--- config.mk ---
export PLATFORM = sky130hd
export DESIGN_NAME = axis_buf_flat
export DESIGN_NICKNAME = d
export VERILOG_FILES = /design/src/rtl/axis_buf_if.sv /design/src/rtl/axis_buf.sv /design/src/flat_wrapper.sv
export SDC_FILE = /design/constraint.sdc
export NUM_CORES = 2
export LEC_CHECK = 0
export CORE_ASPECT_RATIO = 1.2
export CORE_MARGIN = 2
export CORE_UTILIZATION = 35
export DETAILED_ROUTE_END_ITERATION = 12
export GPL_TIMING_DRIVEN = 0
export PLACE_DENSITY = 0.51
export SLEW_MARGIN = 20
export SYNTH_ARGS = -nofsm -noshare
export SYNTH_HDL_FRONTEND = slang
export SYNTH_SLANG_ARGS = --single-unit
--- constraint.sdc ---
create_clock -name axis_aclk -period 30.9 [get_ports axis_aclk]
set_input_delay 6.18 -clock axis_aclk [delete_from_list [all_inputs] [get_ports axis_aclk]]
set_output_delay 6.18 -clock axis_aclk [all_outputs]
set_load 0.02 [all_outputs]
--- src/rtl/axis_buf_if.sv ---
// AXI-Stream bundle used by axis_buf: payload, tlast and the valid/ready handshake.
interface axis_buf_if #(
  parameter int DATA_W = 512,
  parameter int USER_W = 256
);
  logic [DATA_W-1:0]   tdata;
  logic [DATA_W/8-1:0] tkeep;
  logic [USER_W-1:0]   tuser;
  logic                tvalid;
  logic                tlast;
  logic                tready;

  modport master (output tdata, tkeep, tuser, tvalid, tlast, input tready);
  modport slave  (input tdata, tkeep, tuser, tvalid, tlast, output tready);
endinterface

--- src/rtl/axis_buf.sv ---
// AXI-Stream skid/FIFO buffer with registered master outputs and registered s_axis tready.
// Define AXIS_BUF_LEVEL_EN to add the level and almost_full outputs.
module axis_buf #(
  parameter int AXIS_DATA_WIDTH  = 512,
  parameter int AXIS_TUSER_WIDTH = 256,
  parameter int DEPTH            = 4,
  parameter int AFULL_LEVEL      = DEPTH - 1
) (
  input  logic       axis_aclk,
  input  logic       axis_reset,
  axis_buf_if.slave  s_axis,
  axis_buf_if.master m_axis
`ifdef AXIS_BUF_LEVEL_EN
  ,
  output logic [$clog2(DEPTH+1)-1:0] level,
  output logic                       almost_full
`endif
);

  localparam int KEEP_W = AXIS_DATA_WIDTH / 8;
  localparam int PTR_W  = $clog2(DEPTH);
  localparam int CNT_W  = $clog2(DEPTH + 1);

  typedef struct packed {
    logic [AXIS_DATA_WIDTH-1:0]  data;
    logic [KEEP_W-1:0]           keep;
    logic [AXIS_TUSER_WIDTH-1:0] user;
    logic                        last;
  } beat_t;

  // Head beat lives in the output register; only the beats behind it sit in mem,
  // so mem never holds more than DEPTH-1 entries and rd_ptr==wr_ptr means empty.
  beat_t             mem [DEPTH];
  beat_t             in_beat;
  beat_t             out_beat, out_beat_nxt;
  logic              out_valid, out_valid_nxt;
  logic              in_ready;
  logic [PTR_W-1:0]  rd_ptr, rd_ptr_nxt;
  logic [PTR_W-1:0]  wr_ptr, wr_ptr_nxt;
  logic [CNT_W-1:0]  count, count_nxt;
  logic              push, pop, mem_wr, mem_empty;
`ifdef AXIS_BUF_LEVEL_EN
  logic              afull_q;
`endif

  assign in_beat   = '{data: s_axis.tdata, keep: s_axis.tkeep, user: s_axis.tuser, last: s_axis.tlast};
  assign push      = s_axis.tvalid & in_ready;
  assign pop       = out_valid & m_axis.tready;
  assign mem_empty = (rd_ptr == wr_ptr);

  always_comb begin
    rd_ptr_nxt    = rd_ptr;
    wr_ptr_nxt    = wr_ptr;
    out_valid_nxt = out_valid;
    out_beat_nxt  = out_beat;
    mem_wr        = 1'b0;
    if (!out_valid || pop) begin
      if (!mem_empty) begin
        out_beat_nxt  = mem[rd_ptr];
        rd_ptr_nxt    = rd_ptr + 1'b1;
        out_valid_nxt = 1'b1;
        mem_wr        = push;
      end else if (push) begin
        // bypass straight into the output register for one-cycle latency
        out_beat_nxt  = in_beat;
        out_valid_nxt = 1'b1;
      end else begin
        out_valid_nxt = 1'b0;
      end
    end else begin
      mem_wr = push;
    end
    if (mem_wr) wr_ptr_nxt = wr_ptr + 1'b1;
    count_nxt = count + CNT_W'(push) - CNT_W'(pop);
  end

  always_ff @(posedge axis_aclk) begin
    if (axis_reset) begin
      rd_ptr    <= '0;
      wr_ptr    <= '0;
      count     <= '0;
      out_valid <= 1'b0;
      out_beat  <= '0;
      in_ready  <= 1'b0;
`ifdef AXIS_BUF_LEVEL_EN
      afull_q   <= 1'b0;
`endif
    end else begin
      rd_ptr    <= rd_ptr_nxt;
      wr_ptr    <= wr_ptr_nxt;
      count     <= count_nxt;
      out_valid <= out_valid_nxt;
      out_beat  <= out_beat_nxt;
      in_ready  <= (count_nxt < CNT_W'(DEPTH));
`ifdef AXIS_BUF_LEVEL_EN
      afull_q   <= (32'(count_nxt) >= AFULL_LEVEL);
`endif
    end
  end

  always_ff @(posedge axis_aclk) begin
    if (!axis_reset && mem_wr) mem[wr_ptr] <= in_beat;
  end

  assign s_axis.tready = in_ready;
  assign m_axis.tvalid = out_valid;
  assign m_axis.tdata  = out_beat.data;
  assign m_axis.tkeep  = out_beat.keep;
  assign m_axis.tuser  = out_beat.user;
  assign m_axis.tlast  = out_beat.last;

`ifdef AXIS_BUF_LEVEL_EN
  assign level       = count;
  assign almost_full = afull_q;
`endif

endmodule

--- src/flat_wrapper.sv ---
// flat-port wrapper written by rule: the top's interface ports become plain ports
module axis_buf_flat 
#(
  parameter int AXIS_DATA_WIDTH  = 512,
  parameter int AXIS_TUSER_WIDTH = 256,
  parameter int DEPTH            = 4,
  parameter int AFULL_LEVEL      = DEPTH - 1
)
  (axis_aclk, axis_reset, s_axis_tdata, s_axis_tkeep, s_axis_tuser, s_axis_tvalid, s_axis_tlast, s_axis_tready, m_axis_tdata, m_axis_tkeep, m_axis_tuser, m_axis_tvalid, m_axis_tlast, m_axis_tready);
  axis_buf_if s_axis_i ();
  axis_buf_if m_axis_i ();
  input  logic axis_aclk;
  input  logic axis_reset;
  input wire logic [$bits(s_axis_i.tdata)-1:0] s_axis_tdata;
  input wire logic [$bits(s_axis_i.tkeep)-1:0] s_axis_tkeep;
  input wire logic [$bits(s_axis_i.tuser)-1:0] s_axis_tuser;
  input wire logic [$bits(s_axis_i.tvalid)-1:0] s_axis_tvalid;
  input wire logic [$bits(s_axis_i.tlast)-1:0] s_axis_tlast;
  output wire logic [$bits(s_axis_i.tready)-1:0] s_axis_tready;
  output wire logic [$bits(m_axis_i.tdata)-1:0] m_axis_tdata;
  output wire logic [$bits(m_axis_i.tkeep)-1:0] m_axis_tkeep;
  output wire logic [$bits(m_axis_i.tuser)-1:0] m_axis_tuser;
  output wire logic [$bits(m_axis_i.tvalid)-1:0] m_axis_tvalid;
  output wire logic [$bits(m_axis_i.tlast)-1:0] m_axis_tlast;
  input wire logic [$bits(m_axis_i.tready)-1:0] m_axis_tready;
  assign s_axis_i.tdata = s_axis_tdata;
  assign s_axis_i.tkeep = s_axis_tkeep;
  assign s_axis_i.tuser = s_axis_tuser;
  assign s_axis_i.tvalid = s_axis_tvalid;
  assign s_axis_i.tlast = s_axis_tlast;
  assign s_axis_tready = s_axis_i.tready;
  assign m_axis_tdata = m_axis_i.tdata;
  assign m_axis_tkeep = m_axis_i.tkeep;
  assign m_axis_tuser = m_axis_i.tuser;
  assign m_axis_tvalid = m_axis_i.tvalid;
  assign m_axis_tlast = m_axis_i.tlast;
  assign m_axis_i.tready = m_axis_tready;
  axis_buf #(.AXIS_DATA_WIDTH(AXIS_DATA_WIDTH), .AXIS_TUSER_WIDTH(AXIS_TUSER_WIDTH), .DEPTH(DEPTH), .AFULL_LEVEL(AFULL_LEVEL)) u_core (.axis_aclk(axis_aclk), .axis_reset(axis_reset), .s_axis(s_axis_i), .m_axis(m_axis_i));
endmodule
# Word level (Yosys, flattened, before mapping)
# Memories as Yosys holds them, arrays and structs flattened. A register that Yosys moved wholly into a read port is not among the register bits.
# Index checks and enable logic that the tools add are counted.
[totals]
reg_bits = 842
mem_bits_rw = 3332
input_bits = 837
out_inout_bits = 835
word_cells = 36
mem_count = 1
[mem_list]
columns = ["memory", "words", "width", "read_ports", "rd_ports_with_merged_regs", "wr", "line", "source"]
rows = [
  ["u_core.mem", 4, 833, 1, 1, 1, "axis_buf.sv:33", "beat_t mem [DEPTH];"],
]
[classes]
add_sub_neg = 4
order_cmp = 1
n_eq_ne = 2
n_mux = 10
bitwise = 3
n_reduce_logical = 6
[op_table]
columns = ["op", "n"]
rows = [
  ["833-bit two-way mux", 2],
  ["1-bit two-way mux", 6],
  ["2-bit by 1-bit adder with 2-bit output (second input constant)", 2],
  ["2-bit two-way mux", 2],
  ["2-bit AND reduction", 2],
  ["3-bit by 1-bit adder with 3-bit output", 1],
  ["3-bit less-than comparator (second input constant)", 1],
  ["3-bit by 1-bit subtractor with 3-bit output", 1],
  ["1-bit bitwise AND", 2],
  ["2-bit == test", 1],
  ["1-bit logical NOT", 2],
  ["2-bit by 1-bit != test with 1-bit output (second input constant)", 1],
  ["1-bit logical AND", 1],
  ["1-bit logical OR", 1],
  ["1-bit inverter", 1],
]

# Depth between registers and ports, before layout
[logic_depth]
ltp_word = 6
depth_mapped = 9
depth_no_buf = 9

# Worst setup path before layout
# Ideal clock, no wire load.
[synth_path]
path_type = "input port to flip-flop"
startpoint = "input m_axis_tready"
endpoint = "memory u_core.mem[0][0] (netlist bit) (enable)"
setup_ns = 1.316
arrival_ns = 25.684
t_required_ns = 29.584
setup_slack_ns = 3.900
cell_stages = 4
n_path_buf = 0
path_cell_list = "nand2b_1 -> a31oi_1 -> nor2b_1 -> and2_1"
[synth_via]
elab_chain_cells = 6
[synth_rtl]
columns = ["item", "line", "source"]
rows = [
  ["from (decl)", "flat_wrapper.sv:25", "input wire logic [$bits(m_axis_i.tready)-1:0] m_axis_tready;"],
  ["1-bit bitwise AND", "axis_buf.sv:48", "assign pop = out_valid & m_axis.tready;"],
  ["1-bit logical OR", "axis_buf.sv:57", "if (!out_valid || pop) begin"],
  ["1-bit two-way mux", "axis_buf.sv:57", ""],
  ["1-bit logical AND", "axis_buf.sv:102", "if (!axis_reset && mem_wr) mem[wr_ptr] <= in_beat;"],
  ["1-bit two-way mux", "axis_buf.sv:102", ""],
  ["1-bit two-way mux (implied by the code)", "axis_buf.sv:102", ""],
  ["to (decl)", "axis_buf.sv:33", ""],
]
# Every way passes these cells.

# Worst setup path after layout
[layout_path]
startpoint = "input s_axis_tvalid"
endpoint = "memory u_core.mem[2][633] (netlist bit) (enable)"
[layout_via]
elab_chain_cells = 6
[layout_rtl]
columns = ["item", "line", "source"]
rows = [
  ["from (decl)", "flat_wrapper.sv:17", "input wire logic [$bits(s_axis_i.tvalid)-1:0] s_axis_tvalid;"],
  ["1-bit bitwise AND *", "axis_buf.sv:47", "assign push = s_axis.tvalid & in_ready;"],
  ["1-bit two-way mux", "axis_buf.sv:58", "if (!mem_empty) begin"],
  ["1-bit two-way mux *", "axis_buf.sv:57", ""],
  ["1-bit logical AND *", "axis_buf.sv:102", ""],
  ["1-bit two-way mux *", "axis_buf.sv:102", ""],
  ["1-bit two-way mux (implied by the code) *", "axis_buf.sv:102", ""],
]
# Every way passes the cells marked *; elsewhere a longest branch is shown, timed or not.

==> run summary <==
max_slew headroom: 0.2209
Reg2Reg Capture Point: u_core.mem[2][633]
final global-route overflow total: 0
CP Capture Type: register
vias per cell: 5.313
commonest non-fill, non-tap cell in the layout: edfxtp_1
Worst Path Max Fanout: 40
post-synth top area share: 0.6560
clk sinks: 4,176
min cycle time layout: 9.330 ns
die area: 441,100 um^2
Area Overhead vs Synth: 27.27%
layout cell share with drive strength beyond 1: 0.2060
Total GRT Usage: 0.2410
most frequent cells in the layout: 3,332 x edfxtp_1, 1,670 x clkdlybuf4s50_1, 844 x dfxtp_1
Cells after DPL: 15,630
Filler cells: 37,980
DRT Pass-1 Iters: 5
Sequential Area: 117,000 um^2
Clock H-tree levels: 5
fin cells: 16,640
status: finished clean
Clock Tree Buf Depth: 4
Ys Warns: 0
Post-Place Setup Slack: 20.48 ns
syn_nets: 8,959
hold path endpoint: u_core.m_axis.tdata[489]
root buffer cell: clkbuf_16
Detailed Route WL: 545.1 mm
Worst IR Drop VDD: 0.00005908 V
Initial Util: 0.3514
# nets final: 11,170
TNS Setup: 0 ns
worst path arrival time: 9.99 ns
Yosys reg bits: 4,176
Fin. Hold Viols: 0
Power Total: 17.91 mW
maximum clock rate: 107.2 MHz
setup bufs post-CTS: 0
fin. max-slew vios: 0
Resize count post-CTS: 0
dominant cell type by area after synthesis: edfxtp_1
Rows: 265
fin area: 194,100 um^2
initial antenna violation count: 344
R2R Setup Slk: 27.01 ns
Worst Hold Class: reg2reg
Syn Inst Count: 8,115
# DRC: 0
hold buffers post-CTS: 0
worst reg2reg path depth: 10
hold path cells: 2
hold_sp: u_core.m_axis.tdata[489]
dpl cell area: 179,000 um^2
Final WS setup: 21.57 ns
worst r2r src: u_core.wr_ptr[0]
first-pass GRT wire length: 740.4 mm
vias in the first global route: 89,790
register area share after synthesis: 0.7668
PD cells: 92.27 nW/um^2
# port buffers: 1,670
area of the multi-input gates: 32,970 um^2
required time worst endpoint: 31.56 ns
Area contributors post-synth: edfxtp_1 66%, mux4_2 12%, dfxtp_1 11%
Setup Viol. Count Final: 0
leakage: 62.27 nW
Util after Layout: 0.4472
total of max-cap violations: 0
I/O pin total: 1,672
DR iter-0 viols: 7,866
largest net degree at the start of global routing: 43
Worst-path clk slew: 0.06 ns
Antenna Nets Post-Route: 0
crit share post-route: 0.3020
Syn Std Cell Area: 152,500 um^2
WS Path Type: in2reg
via count: 88,380
CTS tree: done
wire per inst: 32.77 um
die height: 727.1 um
Fin Hold WS: 0.5513 ns
Core Region: 434,000 um^2
Post-DP HPWL: 391.3 mm
startpoint types: primary input
synth unique cells: 32
mean post-synth cell area: 18.79 um^2
Least-Margin Pin Slew: 1.169 ns
width of the die: 606.6 um
RSZ-0062 raised after global routing: no
Skew-Pair Late Insertion Delay: 1.03 ns
Num CTS Buffers: 437
Clock Skew: 0.07962 ns
GPL Wtd Cong: 0.8361
critical path, stage by stage:
cell	delay [ns]
clkdlybuf4s50_1	0.63
nand2_1	0.25
a31oi_1	0.26
nor2b_1	0.29
and2_4	0.53
buf_16	0.32
buf_12	0.27
buf_12	0.25
buf_12	0.24
buf_16	0.28
buf_16	0.26
sequential cells by signal, summed over array words and instances, names as in the netlist, named ones only:
signal                cells
u_core.m_axis.tvalid      1
u_core.s_axis.tready      1
u_core.m_axis.tdata     512
u_core.m_axis.tkeep      64
u_core.mem             3332
u_core.count              3
u_core.rd_ptr             2
u_core.wr_ptr             2
u_core.m_axis.tuser     256
u_core.m_axis.tlast       1
worst max-delay path by stage:
stage,start,depth (start not counted),end
6_report,s_axis_tvalid,11,u_core.mem[2][633]
5_1_grt,s_axis_tvalid,11,u_core.mem[2][633]
4_1_cts,s_axis_tvalid,11,u_core.mem[2][699]
3_5_place_dp,s_axis_tvalid,11,u_core.mem[2][689]
3_3_place_gp,axis_reset,4,u_core.mem[0][274]
2_1_floorplan,m_axis_tready,4,u_core.mem[0][0]
synth_stat cells:
cell type  number
buf_1          19
clkbuf_1      215
xnor2_1         2
o21ai_0         1
o211ai_1        1
nor3_2        265
nor2b_1         4
nand2b_1        1
xnor2_2         2
nor2_1        839
and2_1          5
edfxtp_1     3332
a21o_1          1
buf_2         293
inv_1           6
mux4_2        833
a41oi_1         1
buf_4          26
dfxtp_1       844
a31oi_1         1
nor3_1        568
nand3_1         1
nand2_1         3
buf_6           4
ha_1            6
xor2_1          4
a21oi_1         1
a31oi_4         1
nand4_2         1
o2bb2ai_1       1
o22ai_1       833
fa_1            1
area by class of cell:
class	instances	share of cell area
Inverter	6	0.0001160
Timing Repair Buffer	1771	0.09921
Tap cell	5740	0.03700
Clock buffer	626	0.06341
Multi-Input combinational cell	3376	0.1698
Buffer	557	0.01346
Sequential cell	4176	0.6025
Clock inverter	203	0.01211
Antenna cell	180	0.002321
power breakdown:
part / internal, mW / total (mW) / leakage, nW / switching, mW
Combinational: 2.25 / 5.67 / 18.1 / 3.42
Clock: 3.09 / 5.35 / 7.17 / 2.26
Sequential: 6.59 / 6.89 / 37.0 / 0.300
Total: 11.9 / 17.9 / 62.3 / 5.98
cell families after synthesis:
logic type | Yosys count | share of synthesized area
DFF | 4176 | 0.7668
and+or+nand+nor | 1687 | 0.05728
AOI/OAI and AO/OA | 841 | 0.03463
adders and majority gates | 7 | 0.0006235
muxes | 833 | 0.1230
buffers and inverters | 563 | 0.01710
xor gates and xnor gates | 8 | 0.0005578
metal layers:
metal	part of all wire	GRT usage	up-vias
met5	0.00074	0	-
met4	0.058	0.1441	62
li1	-	-	37570
met1	0.36	0.2749	46170
met3	0.083	0.07016	1112
met2	0.50	0.4004	3466
(Power assumes the default switching activity.)
